--- src/rtl/pc_sequencer.sv ---
// pc_sequencer -- fetch-stage program-counter controller.
//
// Drives pcsel / pc_en / targaddr into the PC register and handshakes with
// instruction memory. A control-flow redirect that arrives while a fetch is
// still in flight is parked in pending registers until imem_ready, and
// wrong-path fetches are flushed. halt_req stops fetching until reset.
//
// Optional feature macro: BRANCH_STATS_EN (saturating redirect counter on
// taken_cnt; tied to zero when undefined).
//
// Ports:
//   clock        rising-edge clock
//   reset        asynchronous active-low reset
//   stall_i      hazard stall, hold PC
//   br_valid     control-flow instruction resolved this cycle
//   br_kind      00 cond branch, 01 JALR, 11 JAL
//   br_taken     cond-branch outcome
//   br_target    offset (branch/JAL) or absolute address (JALR)
//   halt_req     stop fetching
//   imem_ready   imem returns the word at the current PC
//   imem_req     fetch request
//   pc_en        PC loads next value on this edge
//   pcsel        00 +1, 10 branch, 01 JALR, 11 JAL
//   targaddr     redirect target, valid while pc_en=1
//   fetch_valid  returned word is on-path
//   flush        kill younger instructions, one cycle per redirect
//   halted       sequencer halted
//   taken_cnt    redirects applied (stats build only)
module pc_sequencer #(
  parameter int unsigned n    = 32,
  parameter int unsigned CNTW = 16
) (
  input  logic            clock,
  input  logic            reset,
  input  logic            stall_i,
  input  logic            br_valid,
  input  logic [1:0]      br_kind,
  input  logic            br_taken,
  input  logic [n-1:0]    br_target,
  input  logic            halt_req,
  input  logic            imem_ready,
  output logic            imem_req,
  output logic            pc_en,
  output logic [1:0]      pcsel,
  output logic [n-1:0]    targaddr,
  output logic            fetch_valid,
  output logic            flush,
  output logic            halted,
  output logic [CNTW-1:0] taken_cnt
);

  typedef enum logic [1:0] {RUN, REDIR, HALT} state_t;

  state_t       state, state_nxt;
  logic [1:0]   pend_sel;
  logic [n-1:0] pend_targ;
  logic         pend_ld;
  logic         redirect;
  logic [1:0]   redir_sel;

  assign redirect = br_valid & (br_taken | (br_kind != 2'b00));

  always_comb begin
    unique case (br_kind)
      2'b00:   redir_sel = 2'b10;
      2'b01:   redir_sel = 2'b01;
      default: redir_sel = 2'b11;
    endcase
  end

  // Outputs are held at zero while reset is asserted, so they are gated by
  // reset here rather than depending only on the (already reset) state.
  always_comb begin
    state_nxt   = state;
    pend_ld     = 1'b0;
    imem_req    = 1'b0;
    pc_en       = 1'b0;
    pcsel       = 2'b00;
    targaddr    = '0;
    fetch_valid = 1'b0;
    flush       = 1'b0;
    halted      = 1'b0;
    if (reset) begin
      unique case (state)
        RUN: begin
          imem_req = 1'b1;
          if (halt_req) begin
            flush     = 1'b1;
            state_nxt = HALT;
          end else if (redirect) begin
            flush = 1'b1;
            if (imem_ready) begin
              pc_en    = 1'b1;
              pcsel    = redir_sel;
              targaddr = br_target;
            end else begin
              pend_ld   = 1'b1;
              state_nxt = REDIR;
            end
          end else if (!stall_i) begin
            pc_en       = imem_ready;
            fetch_valid = imem_ready;
          end
        end
        REDIR: begin
          imem_req = 1'b1;
          if (halt_req) begin
            state_nxt = HALT;
          end else if (imem_ready) begin
            pc_en     = 1'b1;
            pcsel     = pend_sel;
            targaddr  = pend_targ;
            state_nxt = RUN;
          end
        end
        HALT: begin
          halted = 1'b1;
        end
        default: state_nxt = RUN;
      endcase
    end
  end

  always_ff @(posedge clock or negedge reset) begin
    if (!reset) begin
      state     <= RUN;
      pend_sel  <= '0;
      pend_targ <= '0;
    end else begin
      state <= state_nxt;
      if (pend_ld) begin
        pend_sel  <= redir_sel;
        pend_targ <= br_target;
      end
    end
  end

  // The front end was already flushed when REDIR was entered, so no younger
  // control-flow instruction can legitimately resolve here.
  always_ff @(posedge clock) begin
    if (reset && state == REDIR)
      assert (!br_valid) else $error("pc_sequencer: br_valid asserted while redirect pending");
  end

`ifdef BRANCH_STATS_EN
  logic [CNTW-1:0] cnt;

  always_ff @(posedge clock or negedge reset) begin
    if (!reset)
      cnt <= '0;
    else if (pc_en && pcsel != 2'b00 && cnt != '1)
      cnt <= cnt + 1'b1;
  end

  assign taken_cnt = cnt;
`else
  assign taken_cnt = '0;
`endif

endmodule
--- config.mk ---
export PLATFORM = sky130hd
export DESIGN_NAME = pc_sequencer
export DESIGN_NICKNAME = d
export VERILOG_FILES = /design/src/rtl/pc_sequencer.sv
export SDC_FILE = /design/constraint.sdc
export NUM_CORES = 1
export LEC_CHECK = 0
export ABC_AREA = 1
export BUFFER_PORTS_ARGS = -buffer_cell sky130_fd_sc_hd__buf_2
export CAP_MARGIN = 20
export CORE_ASPECT_RATIO = 0.5
export CORE_MARGIN = 1.5
export CORE_UTILIZATION = 40
export DETAILED_ROUTE_END_ITERATION = 10
export GPL_TIMING_DRIVEN = 0
export MAX_ROUTING_LAYER = met4
export PLACE_DENSITY = 0.72
export SLEW_MARGIN = 10
export SYNTH_ARGS = -nofsm -noshare
export SYNTH_HDL_FRONTEND = slang
export SYNTH_SLANG_ARGS = --single-unit
--- constraint.sdc ---
create_clock -name clock -period 1.35 [get_ports clock]
set_clock_uncertainty 0.1 [all_clocks]
set_input_delay 0.0675 -clock clock [delete_from_list [all_inputs] [get_ports clock]]
set_output_delay 0.0675 -clock clock [all_outputs]
set_load 0.01 [all_outputs]
After elaboration in Yosys (flattened, before gate mapping)
Index checks and enable logic that the tools add are counted.
W data, S select, Z words.
Word-level totals
  bits in registers: 36
  input bits: 41
  output and inout port bits: 55
Cells by class
  equality and inequality tests: 6
  muxes and demuxes: 45
  bitwise gates (word level): 3
  reduce and logical (&&, ||, !) cells: 5
Operator list (count)
  $mux W32: 6
  $pmux W32 S2: 1
  $mux W1: 23
  $mux W2: 11
  $ne A3 B3 Y1 const B: 3
  $pmux W2 S2: 2
  $pmux W2 S3: 1
  $reduce_and A5 Y1: 1
  $eq A2 B1 Y1 const B: 2
  $logic_not A2 Y1: 2
  $eq A2 B2 Y1 const B: 1
  $pmux W1 S2: 1
  $reduce_bool A2 Y1: 1
  $reduce_or A2 Y1: 1
  $and A1 B1 Y1: 1
  $not A1 Y1: 1
  $or A1 B1 Y1: 1

Longest topological paths before layout
Gate-level depths: netlist of the first run.
  depth in word-level cells: 7
  gate-level depth with buffers: 9
  depth with buffers taken out: 8

Least setup slack after synthesis of the first run
No wires, ideal clock.
  kind: reg-to-reg
  from: reg state[1]
  to: reg pend_sel[1]
  library setup time: 130 ps
  data arrival time: 1191 ps
  required time: 1120 ps
  setup slack: -71 ps
  stages on the path, launching flop included: 9
  path buffers: 2
  cell sequence: dfrtp_1 > inv_1 > nand2_2 > nor2_2 > nand3_2 > buf_4 > buf_6 > nand2_1 > o21ai_0
On the way
  cells in the longest elaborated chain, start to end: 3
Ends and longest elaborated chain
  start, declared: RTL line 54  | state_t state, state_nxt;
  start signal, assigned: RTL line 130  | state <= state_nxt;
  $logic_not A2 Y1: RTL line 84  | unique case (state)
  $mux W1: RTL line 84
  $mux W1: RTL line 83  | if (reset) begin
  end signal, assigned: RTL line 132  | pend_sel <= redir_sel;
  end, declared: RTL line 55  | logic [1:0] pend_sel;
Every way passes these cells.
A chain may end at the register's enable or synchronous reset.

Final worst setup path of the first run
  from: reg state[0]
  to: out targaddr[13]
On the way
  cells in the longest elaborated chain, start to end: 3
  elaborated cells on any way between the ends: 4
Ends and longest elaborated chain
  $eq A2 B1 Y1 or $logic_not A2 Y1 (tied branches): RTL line 84
  $pmux W32 S2 *: RTL line 84
  $mux W32 *: RTL line 83
  end, declared: RTL line 45  | output logic [n-1:0] targaddr,
Every way passes the cells marked *; elsewhere a longest branch is shown, timed or not.

==> results of run 1 <==
[per-stage QoR]
stage / total power [mW] / hold slack (ns) / cells / utilization (%)
floorplan: 2.80 / -0.328 / 334 / -
global placement: 3.18 / 0.142 / 486 / 54.4
detailed placement: 3.22 / 0.132 / 486 / 54.4
CTS: 4.42 / -0.329 / 549 / 68.4
global route: 5.11 / -0.306 / 556 / 72.0
finish: 4.84 / -0.350 / 556 / 72.0
[cell usage in the layout (no fill, tap or decap), types with 2 or more instances in the layout]
cell,count
buf_2,78
o21ai_0,12
buf_8,7
buf_6,18
nand2_1,49
nand3_2,16
inv_1,37
dfrtp_1,35
clkbuf_4,3
o21ai_1,21
dlygate4sd3_1,34
buf_4,29
nor2_1,4
clkbuf_8,8
inv_2,3
nand3_4,2
buf_12,2
nor2_4,4
nand3_1,52
a21oi_2,34
clkbuf_1,6
conb_1,16
[cell families after synthesis]
kind of cell	count (synthesis)	synth area share, %
AND/OR/NAND/NOR	132	27.1
other	1	0.167
buffers and inverters	80	17.0
AO/OA/AOI/OAI	70	15.7
flip-flops	36	40.0
[final cells by class]
class | instances | area [µm²] | area share (%)
multi-input cells | 219 | 1310 | 33.4
repair buffers | 140 | 1030 | 26.2
flip-flops and latches | 36 | 902 | 23.0
well taps | 73 | 91.3 | 2.33
inverters | 42 | 160 | 4.09
clock buffers | 8 | 90.1 | 2.30
plain buffers | 38 | 339 | 8.65
[state kept, by name, indices dropped and copies added, names as in the netlist]
signal,flops
pend_sel,2
state,2
pend_targ,32
[power by group]
part	internal, mW	leakage (nW)	switching [mW]
combinational	0.960	1.42	1.19
sequential	1.57	0.454	0.310
clock	0.416	0.0455	0.388
[timing repair]
item,in CTS,in global routing
setup endpoints to repair,75,74
pin swaps,6,10
endpoints found under the hold margin,70,36
gates cloned,9,0
setup buffers,12,7
gates resized for setup,61,39
[per-layer routing]
metal | share of wire (%) | GRT usage (%) | up-vias | wire length [µm]
met1 | 41 | 33.6 | 1334 | 3520
met4 | 4.5 | 9.02 | 0 | 383
met5 | 0 | - | - | 0
met2 | 47 | 42.1 | 197 | 3950
met3 | 7.5 | 6.21 | 57 | 635
li1 | - | - | 1341 | -
[worst max-delay path by stage]
stage,start,to,slack (ns),cells past startpoint
2_1_floorplan,state[1],pend_sel[1],-0.02,8
3_3_place_gp,reset,pend_targ[12],-0.67,6
3_5_place_dp,reset,pend_sel[1],-0.66,8
4_1_cts,state[1],targaddr[26],-0.44,8
5_1_grt,br_kind[0],targaddr[13],-0.74,9
6_report,state[0],targaddr[13],-0.62,7
[critical path, stage by stage, from the launching register on]
cell and delay (ns):
dfrtp_1 0.39, inv_2 0.08, buf_4 0.14, nor2_4 0.22, buf_6 0.18, nand3_1 0.14, a21oi_2 0.21, buf_2 0.15
==> flow_metrics.env, run 1 <==
export IMPL_pre_cts_ws_ns=-0.655
export IMPL_synth_largest_area_cell="dfrtp_1"
export IMPL_fillerInstances=369
export IMPL_syn_to_final_growth_pct=74.2
export IMPL_postSynthCellCount=319
export IMPL_max_clock_path_buffers=2
export IMPL_worstSkewPairLatency_ns=0.29
export IMPL_vias_per_cell=5.27
export IMPL_grt_antenna_before_repair=0
export IMPL_timing_hold_ws_ns=-0.350
export IMPL_final_nets=523
export IMPL_h_tree_depth=2
export IMPL_worst_slew_pin_slew_ns=0.545
export IMPL_synthTopCellsByArea="dfrtp_1 (40%), nand3_1 (15%), nand2_1 (8.5%)"
export IMPL_synthesis_area_mm2=0.00225
export IMPL_reg2reg_from="state[1]"
export IMPL_num_io_pins=96
export IMPL_cts_sinks=36
export IMPL_min_period_ns=1.97
export IMPL_synth_top_area_share_pct=40.0
export IMPL_crit_type="register to output port"
export IMPL_wire_per_inst_um=15.3
export IMPL_fmax_mhz=507
export IMPL_finalSetupTns_ns=-33.42
export IMPL_grt_pass1_wl_mm=12.3
export IMPL_via_count=2929
export IMPL_hold_path_class="input pin to asynchronous set/reset pin"
export IMPL_drive_above_1_share_pct=44.3
export IMPL_critPathArrivalTime_ns=1.80
export IMPL_cts_tree="done"
export IMPL_run_status="finished with violations"
export IMPL_fin_ws_ns=-0.622
export IMPL_leakage_nw=1.92
export IMPL_die_x_um=109
export IMPL_coreArea_mm2=0.00544
export IMPL_r2r_end="pend_targ[13]"
export IMPL_required_ns=1.18
export IMPL_finalMaxSlewViolations=0
export IMPL_dieHeight_um=56.0
export IMPL_routed_wl_mm=8.49
export IMPL_async_flop_share_pct=100
export IMPL_gp_congestion=0.773
export IMPL_ys_flop_type="dfrtp_1"
export IMPL_max_slew_margin_rel_pct=63.7
export IMPL_drtIter0Drc=268
export IMPL_yosysUniqueCellTypes=23
export IMPL_cts_made_buffers=5
export IMPL_critical_path_max_fanout=10
export IMPL_rrSetupSlack_ns=-0.48
export IMPL_powerDensity_mw_per_mm2=1230
export IMPL_ys_warn_count=0
export IMPL_grt_usage_pct=26.6
export IMPL_cts_root_buf="clkbuf_8"
export IMPL_setup_viol=75
export IMPL_finalCritPeriodShare_pct=146
export IMPL_vdd_ir_drop_max_mv=0.709
export IMPL_final_cell_area_mm2=0.00392
export IMPL_path_clk_slew_ns=0.07
export IMPL_drc=0
export IMPL_die_area_mm2=0.00611
export IMPL_hpwl_mm=4.26
export IMPL_maxCapViolations=0
export IMPL_failed_checks="negative hold slack, negative setup slack"
export IMPL_io_buffer_count=79
export IMPL_start_kind="register"
export IMPL_drt_first_pass_iters=6
export IMPL_postRouteAntennaNets=0
export IMPL_hold_viol=36
export IMPL_end_kind="output port"
export IMPL_grt_max_degree=41
export IMPL_netlist_top_cells_count="nand3_1 (68), nand2_1 (51), inv_1 (40)"
export IMPL_grt_overflow=0
export IMPL_antennaDiodeCount=0
export IMPL_synth_most_common_cell="nand3_1"
export IMPL_synth_edf_count=0
export IMPL_ys_seq_area_share_pct=40.0
export IMPL_placed_area_mm2=0.00296
export IMPL_ys_ff_latch=36
export IMPL_reg2reg_depth=9
export IMPL_rsz0062_at_grt="yes"
export IMPL_initial_core_util_pct=41.3
export IMPL_rows=19
export IMPL_grt_pass1_vias=2667
export IMPL_cts_hold_buf=34
export IMPL_avgSynthCellArea_um2=7.05
Note: power is estimated with default switching activity, not from simulation.
==> run 2: changes to the inputs <==
--- a/config.mk
+++ b/config.mk
@@ -10,11 +10,12 @@
 export CAP_MARGIN = 20
 export CORE_ASPECT_RATIO = 0.5
 export CORE_MARGIN = 1.5
-export CORE_UTILIZATION = 40
+export CORE_UTILIZATION = 43
+export CTS_BUF_LIST = sky130_fd_sc_hd__clkbuf_4 sky130_fd_sc_hd__clkbuf_8 sky130_fd_sc_hd__clkbuf_16
 export DETAILED_ROUTE_END_ITERATION = 10
 export GPL_TIMING_DRIVEN = 0
 export MAX_ROUTING_LAYER = met4
-export PLACE_DENSITY = 0.72
+export PLACE_DENSITY = 0.76
 export SLEW_MARGIN = 10
 export SYNTH_ARGS = -nofsm -noshare
 export SYNTH_HDL_FRONTEND = slang
==> run 2 against run 1 <==
The run still ends with negative hold slack, negative setup slack left; largest cell class unchanged; combinational power shrank 8%; count of clock-buffer cells in the layout shrank 2; core utilization grew 4.8 points; critical path type unchanged; sequential share of layout area grew 0.57 points; cell count shrank 1.6%; global-route usage grew 2.4 points.
==> flow_metrics.env, run 2 (synthesis gave the netlist of run 1 again) <==
export IMPL_run_status="finished with violations"
export IMPL_failed_checks="negative hold slack, negative setup slack"
export IMPL_rsz0062_at_grt="yes"
export IMPL_largest_register="pend_targ"
export IMPL_cp_cell_sequence="inv_4 -> nand2_4 -> nor2_4 -> buf_12 -> buf_6 -> nand3_1 -> a21oi_2 -> buf_2"
export IMPL_via_count=3035
export IMPL_fillerInstances=300
export IMPL_postRouteAntennaNets=0
export IMPL_hold_path_class="input pin to asynchronous set/reset pin"
export IMPL_rows=18
export IMPL_slowest_stage="dfrtp_2"
export IMPL_drt_first_pass_iters=7
export IMPL_setup_viol=73
export IMPL_wire_per_inst_um=16.7
export IMPL_finalCritPeriodShare_pct=140
export IMPL_powerDensity_mw_per_mm2=1220
export IMPL_finalMaxSlewViolations=0
export IMPL_antennaDiodeCount=0
export IMPL_hpwl_mm=4.61
export IMPL_layout_common_cells="buf_2 (79), nand3_1 (55), nand2_1 (50), inv_1 (37), dfrtp_1 (35)"
export IMPL_drtIter0Drc=256
export IMPL_reg2reg_from="state[1]"
export IMPL_worstSkewPairLatency_ns=0.29
export IMPL_slowest_delay_ns=0.46
export IMPL_grt_usage_pct=29.0
export IMPL_vdd_ir_drop_max_mv=0.634
export IMPL_critPathTopFamily="buffers and inverters"
export IMPL_io_buffer_count=79
export IMPL_routed_wl_mm=9.13
export IMPL_coreArea_mm2=0.00498
export IMPL_critPathBufInv=4
export IMPL_cts_sinks=36
export IMPL_largest_reg_flops=32
export IMPL_regArea_um2=902
export IMPL_crit_path_start="state[1]"
export IMPL_h_tree_depth=2
export IMPL_maxCapViolations=0
export IMPL_max_clock_path_buffers=2
export IMPL_gp_congestion=0.833
export IMPL_cts_hold_buf=34
export IMPL_critical_path_max_fanout=8
export IMPL_final_common_cell="buf_2"
export IMPL_cts_root_buf="clkbuf_8"
export IMPL_crit_type="register to output port"
export IMPL_grt_max_degree=41
export IMPL_dieHeight_um=54.1
export IMPL_required_ns=1.18
export IMPL_fmax_mhz=530
export IMPL_end_kind="output port"
export IMPL_worst_slew_pin_slew_ns=0.568
export IMPL_drc=0
export IMPL_fin_ws_ns=-0.537
export IMPL_critPathArrivalTime_ns=1.72
export IMPL_top_regs="pend_targ (32), pend_sel (2), state (2)"
export IMPL_path_clk_slew_ns=0.07
export IMPL_grt_overflow=0
export IMPL_die_area_mm2=0.00570
export IMPL_min_period_ns=1.89
export IMPL_reg2reg_depth=8
export IMPL_syn_to_final_growth_pct=70.0
export IMPL_rrSetupSlack_ns=-0.41
export IMPL_multi_input_area_mm2=0.00129
export IMPL_grt_pass1_vias=2739
export IMPL_initial_core_util_pct=45.2
export IMPL_vias_per_cell=5.55
export IMPL_cts_made_buffers=5
export IMPL_die_x_um=105
export IMPL_hold_viol=36
export IMPL_dp_cells=483
export IMPL_start_kind="register"
export IMPL_final_cells=547
export IMPL_cts_tree="done"
export IMPL_drive_above_1_share_pct=43.8
export IMPL_grt_pass1_wl_mm=12.5
export IMPL_max_slew_margin_rel_pct=62.1
export IMPL_leakage_nw=1.89
export IMPL_grt_antenna_before_repair=0
export IMPL_timing_hold_ws_ns=-0.349
export IMPL_final_nets=518
export IMPL_num_io_pins=96
export IMPL_finalSetupTns_ns=-29.36
export IMPL_r2r_end="pend_targ[20]"
-- run 2: metrics by stage --
step	power, mW	area, µm²	setup WS (ns)	utilization, %
6_report	4.65	3820	-0.537	76.8
5_1_grt	4.85	3820	-0.587	76.8
4_1_cts	4.36	3700	-0.470	74.3
3_5_place_dp	3.25	2960	-0.744	59.4
3_3_place_gp	3.15	2960	-0.663	59.4
2_1_floorplan	2.80	2470	-0.0246	-
-- run 2: power by group --
part	leakage (nW)	internal (mW)	switching [mW]	total [mW]
clock	0.0445	0.372	0.405	0.776
combinational	1.39	0.828	1.14	1.97
sequential	0.454	1.57	0.335	1.90
-- run 2: layout make-up --
type,instances,share of cell area [%]
Buffer,38,8.57
Clock buffer,6,2.00
Clock inverter,1,0.131
Inverter,42,4.19
Multi-Input combinational cell,219,33.9
Sequential cell,36,23.6
Tap cell,70,2.29
Timing Repair Buffer,135,25.4
-- run 2: what timing repair did --
| item | CTS | global route |
|---|---|---|
| endpoints found under the hold margin | 70 | 36 |
| endpoints found under the setup margin | 75 | 75 |
| cloned | 9 | 0 |
| pin swaps | 14 | 15 |
| resized for setup | 62 | 27 |
| buffers inserted | 9 | 6 |
-- run 2: worst max path at each step --
stage,depth (start not counted),endpoint,slack (ns)
4_1_cts,8,targaddr[17],-0.47
3_3_place_gp,6,pend_targ[10],-0.66
5_1_grt,8,targaddr[14],-0.59
3_5_place_dp,6,pend_targ[9],-0.74
2_1_floorplan,8,pend_sel[1],-0.02
6_report,8,targaddr[31],-0.54
-- run 2: routing by layer --
metal	track usage (%)	share of wire, %	wire length (µm)
met1	34.2	40	3630
met2	50.1	47	4270
met3	6.30	9.5	868
met4	11.6	4.0	362
met5	-	0	0
